File: config.mk
export PLATFORM = sky130hd
export DESIGN_NAME = mem_arbiter
export DESIGN_NICKNAME = d
export VERILOG_FILES = /design/src/rtl/mem_arb_pkg.sv /design/src/rtl/rr_pick.sv /design/src/rtl/mem_arbiter.sv
export SDC_FILE = /design/constraint.sdc
export NUM_CORES = 1
export LEC_CHECK = 0
export ABC_CLOCK_PERIOD_IN_PS = 3900
export CAP_MARGIN = 20
export CELL_PAD_IN_SITES_DETAIL_PLACEMENT = 0
export CELL_PAD_IN_SITES_GLOBAL_PLACEMENT = 1
export CORE_ASPECT_RATIO = 2
export CORE_UTILIZATION = 20
export DETAILED_ROUTE_END_ITERATION = 8
export MAX_ROUTING_LAYER = met4
export PLACE_DENSITY = 0.89
export SYNTH_ARGS = -nofsm -noshare
export SYNTH_HDL_FRONTEND = slang
export SYNTH_SLANG_ARGS = --single-unit
File: constraint.sdc
create_clock -name clkin -period 3.9 [get_ports clkin]
set_input_delay 0.585 -clock clkin [delete_from_list [all_inputs] [get_ports clkin]]
set_output_delay 0.585 -clock clkin [all_outputs]
set_load 0.005 [all_outputs]
File: src/rtl/mem_arb_pkg.sv
// mem_arbiter shared types: MMU command bundle, in-flight read tag.
// Also holds the upper bound on requester count.
package mem_arb_pkg;

  localparam int MAX_NREQ = 4;

  typedef struct packed {
    logic        we;
    logic [15:0] addr;
    logic [15:0] wdata;
  } MemCmd;

  typedef struct packed {
    logic       valid;
    logic [1:0] port;
  } ArbTag;

endpackage

File: src/rtl/rr_pick.sv
// Combinational round-robin picker: first requester at or after ptr.
// Ports: req (N), ptr (2) in; gnt (one-hot N), valid out.
module rr_pick #(
  parameter int N = 2
) (
  input  logic [N-1:0] req,
  input  logic [1:0]   ptr,
  output logic [N-1:0] gnt,
  output logic         valid
);

  always_comb begin
    gnt   = '0;
    valid = 1'b0;
    for (int i = 0; i < N; i++) begin
      for (int j = 0; j < N; j++) begin
        if (!valid && req[j] &&
            j == ((int'(ptr) + i) % N)) begin
          gnt[j] = 1'b1;
          valid  = 1'b1;
        end
      end
    end
  end

endmodule

File: src/rtl/mem_arbiter.sv
// Round-robin MMU port arbiter with bounded lock and read-tag routing.
// Ports: clkin/reset_n; per-port req/lock/we/addr/wdata, gnt/rvalid;
// rdata; MMU side mem_valid/mem_w_en/mem_addr/mem_wdata/mem_rdata.
module mem_arbiter
  import mem_arb_pkg::*;
#(
  parameter int NREQ     = 2,
  parameter int MEM_LAT  = 1,
  parameter int MAX_HOLD = 8
) (
  input  logic                  clkin,
  input  logic                  reset_n,
  input  logic [NREQ-1:0]       req,
  input  logic [NREQ-1:0]       lock,
  input  logic [NREQ-1:0]       we,
  input  logic [NREQ-1:0][15:0] addr,
  input  logic [NREQ-1:0][15:0] wdata,
  output logic [NREQ-1:0]       gnt,
  output logic [NREQ-1:0]       rvalid,
  output logic [15:0]           rdata,
  output logic                  mem_valid,
  output logic                  mem_w_en,
  output logic [15:0]           mem_addr,
  output logic [15:0]           mem_wdata,
  input  logic [15:0]           mem_rdata
);

  localparam int HW  = $clog2(MAX_HOLD + 1);
  localparam int IDW = $clog2(MAX_NREQ);

  logic [IDW-1:0]  rr_ptr;
  logic [HW-1:0]   hold_cnt;
  logic            lk_act;
  logic [IDW-1:0]  lk_port;
  ArbTag           tags [MEM_LAT];

  logic [NREQ-1:0] p_mask;
  logic [NREQ-1:0] pick_req;
  logic [NREQ-1:0] pick_gnt;
  logic            pick_v;
  logic [NREQ-1:0] gnt_raw;
  logic            any;
  logic            hold_max;
  logic            keep;
  logic            excl;
  logic [IDW-1:0]  win;
  MemCmd           cmd;
  ArbTag           tl;

  always_comb begin
    p_mask = '0;
    for (int j = 0; j < NREQ; j++)
      p_mask[j] = (lk_port == IDW'(j));
  end

  assign hold_max = (hold_cnt == HW'(MAX_HOLD));
  // Locked port keeps the bus until its hold budget is spent.
  assign keep = lk_act && |(req & p_mask) && !hold_max;
  // Budget spent: one round-robin cycle that skips P if anyone else waits.
  assign excl = lk_act && hold_max && |(req & ~p_mask);
  assign pick_req = excl ? (req & ~p_mask) : req;

  rr_pick #(.N(NREQ)) u_pick (
    .req   (pick_req),
    .ptr   (rr_ptr),
    .gnt   (pick_gnt),
    .valid (pick_v)
  );

  assign gnt_raw = keep ? p_mask : pick_gnt;
  assign any     = keep | pick_v;

  always_comb begin
    win = '0;
    cmd = '0;
    for (int j = 0; j < NREQ; j++) begin
      if (gnt_raw[j]) begin
        win = IDW'(j);
        cmd = '{we[j], addr[j], wdata[j]};
      end
    end
  end

  // Outputs forced to 0 while reset is held, even with requests pending.
  assign gnt       = reset_n ? gnt_raw : '0;
  assign mem_valid = reset_n & any;
  assign mem_w_en  = mem_valid & cmd.we;
  assign mem_addr  = mem_valid ? cmd.addr : '0;
  assign mem_wdata = mem_valid ? cmd.wdata : '0;

  assign tl = tags[MEM_LAT-1];

  always_comb begin
    rvalid = '0;
    for (int j = 0; j < NREQ; j++)
      rvalid[j] = reset_n & tl.valid & (tl.port == IDW'(j));
  end

  assign rdata = (reset_n & tl.valid) ? mem_rdata : '0;

  always_ff @(posedge clkin or negedge reset_n) begin
    if (!reset_n) begin
      rr_ptr   <= '0;
      hold_cnt <= '0;
      lk_act   <= 1'b0;
      lk_port  <= '0;
    end else if (!any) begin
      hold_cnt <= '0;
      lk_act   <= 1'b0;
    end else begin
      rr_ptr  <= (win == IDW'(NREQ - 1)) ? '0 : win + IDW'(1);
      lk_act  <= lock[win];
      lk_port <= win;
      if (lk_act && hold_max)
        hold_cnt <= '0;
      else if (lock[win])
        hold_cnt <= (lk_act && win == lk_port) ?
                    hold_cnt + HW'(1) : HW'(1);
      else
        hold_cnt <= '0;
    end
  end

  always_ff @(posedge clkin or negedge reset_n) begin
    if (!reset_n) begin
      for (int i = 0; i < MEM_LAT; i++)
        tags[i] <= '0;
    end else begin
      tags[0] <= '{any & ~cmd.we, win};
      for (int i = 1; i < MEM_LAT; i++)
        tags[i] <= tags[i-1];
    end
  end

endmodule

==> flow_summary.ini <==
[synth]
netlist_instances = 198
synth-warning-count = 0
synth_mux_area_share_pct = 1.751
synth_ff_type = dfrtp_1
syn_avg_cell_area_um2 = 7.217
synth_top_area_share_pct = 17.16
synth_adder_area_share_pct = 1.751
synth-xor-area-share_pct = 1.839
syn-cell-area_mm2 = 0.001429
synth_edf_count = 0
ys_types = 37
ys_seq_area_share_pct = 15.76
synth_area_leader_cell = o21ai_2
yosys-top-cells-area = o21ai_2 (17%), dfrtp_1 (16%), nand4_1 (14%)
synth_top_family_by_area = simple AND/OR/NAND/NOR gates
postSynth.asyncResetShare_pct = 100.0
synth_compound_area_share_pct = 25.66
synth_seq_cells = 9
synth_simple_gate_area_share_pct = 41.24
syn_nets = 288

[die]
core-area_mm2 = 0.006940
die_area_mm2 = 0.007507
start_util_pct = 20.59
die_w_um = 61.77
die_h_um = 121.5
rows = 43
io_pins = 142

[clock_network]
insertion_delay_ns = 0.24
cts_buffers = 3
post_cts_buffers = 0
cts_hold_buf = 0
post_cts_resize_count = 0
cts_tree = done
ctsRootBufferMaster = clkbuf_16
h-tree-depth = 1
clock-sinks = 9
cts_max_path_buffers = 2
path_clk_slew_ns = 0.04

[layout]
area_growth_pct = 106.1
mostFrequentLayoutCells = clkdlybuf4s50_1 (141), nand2_1 (37), nand4_1 (33), o21ai_2 (28), and3_1 (18)
layout_commonest_cell = clkdlybuf4s50_1
fin_cells = 419
fill_cells = 702
utilization_pct = 42.44
final_cell_area_mm2 = 0.002945
nets = 420
diodes = 0
drive_gt1_share_pct = 13.07

[place]
dp_hpwl_um = 4504
place_congestion = 0.8343
port_buffers = 141
dpl.cell_count = 415
dpl_cell_area_mm2 = 0.002867

[sta]
drv_slew = 0
setup_violations = 0
fin_skew_ns = 0.001368
finalHoldViolations = 0
fin_crit_sh_pct = 90.49
slew_headroom_pct = 63.93
max_freq_ghz = 0.2833
layout_min_cycle_time_ns = 3.529
finalSetupTns_ns = 0
rsz0062_at_grt = no
tightestPinTransition_ns = 0.5410

[power_and_ir_drop]
p_total_uw = 605.5
p_sw_share_pct = 30.76
leakage_uw = 0.001147
powerDensity_mw_per_mm2 = 205.6
p_seq_share_pct = 19.2
power_frac_clock_pct = 30.4
peakVddDrop_v = 0.0001826
comb_power_share_pct = 50.4
intPower_uw = 419.3
switchingPower_uw = 186.3

[detailed_routing]
antenna_left = 0
wl_met2_um = 3345
wl_met1_um = 2196
drcViolationCount = 0
highest_layer = met4
dr_wl_met3_um = 249
num_vias = 1980
wire_per_inst_um = 14.08
firstDrtPassIters = 4
vias_per_cell = 4.726
drt-total-wl_um = 5898
drt_iter0_drc = 72

[global_route]
first_global_vias = 1955
grt.overflow.total = 0
antenna_found_initial = 0
grt_max_degree = 36
grt_pass1_wl_um = 8901
grt_usage_pct = 15.69

[hold_path]
hold_path.startpoint = rr_ptr[0]
hold_class = reg -> reg

[worst_setup_path]
end_kind = output pin
rr_startpoint = hold_cnt[0]
crit_arrival_ns = 2.94
crit_type = in -> out
worstPathRequired_ns = 3.31
critical_path.max_fanout = 35
worst_setup_path_start_kind = input port
crit_start = req[0]

[run_status]
status = finished clean

[run]
drv_cap = 0
-- final timing paths --
| check | to | slack (ns) | cells past startpoint |
|---|---|---|---|
| worst max-delay path | mem_addr[15] | 0.37 | 7 |
| worst min-delay path | rr_ptr[0] | 0.59 | 2 |
| worst max register to register | hold_cnt[0] | 1.73 | 7 |
| worst min register to register | rr_ptr[0] | 0.59 | 2 |
| max in group asynchronous | tags[2] | 2.73 | 2 |
| min in group asynchronous | hold_cnt[3] | 0.63 | 1 |
-- worst max-delay path, cell delays in order --
cell and delay (ns):
clkdlybuf4s50_1 0.57, nand3b_1 0.16, mux2_4 0.41, nand2_4 0.11
inv_4 0.41, o21ai_0 0.19, clkdlybuf4s50_1 0.47
-- power by group through the flow --
stage / clock [uW] / combinational [uW] / sequential [uW]
floorplan: 0 / 138 / 109
CTS: 185 / 310 / 116
detailed placement: 0 / 307 / 117
global route: 189 / 334 / 118
global placement: 0 / 307 / 117
finish: 184 / 305 / 116
-- state kept, by name, indices dropped and copies added, names as in the netlist --
name	flops
lk_port	1
tags	2
lk_act	1
rr_ptr	1
hold_cnt	4
-- kinds of logic (layout without fill, tap and decap cells) --
logic type,after synthesis,in the layout
adder cells (fa/ha/maj),2,2
flip-flops,9,9
multiplexers,2,2
buffers and inverters,29,160
AND/OR/NAND/NOR,108,108
AO/OA/AOI/OAI,45,45
XOR/XNOR,3,3
-- per-layer routing --
layer | up-vias | GRT usage [%]
li1 | 989 | -
met1 | 909 | 16.69
met2 | 72 | 29.64
met3 | 10 | 0.6369
met4 | 0 | 4.444
met5 | - | -
-- final cells by class --
type	instances	area, um2	area share [%]
Timing Repair Buffer	148	1464	49.70
Multi-Input combinational cell	160	1032	35.05
Sequential cell	9	225.2	7.647
Tap cell	90	112.6	3.823
Clock buffer	4	78.83	2.676
Inverter	8	32.53	1.105
-- stage by stage --
step                worst slack (ns)  hold WS, ns
CTS                           0.3366       0.5885
global placement              0.3735       0.5819
global route                  0.1828       0.6457
floorplan                      1.747       0.2894
detailed placement            0.3526       0.5808
finish                        0.3707       0.5851
-- Yosys cell counts, drive strengths merged, types with 2 or more instances --
master / instances
buf: 16
ha: 2
dfrtp: 9
nor2: 5
and3: 18
nand3b: 4
xnor2: 2
inv: 8
a21oi: 4
nand2: 38
o22ai: 2
and2: 2
clkbuf: 5
o21ai: 33
o211a: 2
nand4: 33
nand3: 4
Note: power is estimated with default switching activity, not from simulation.
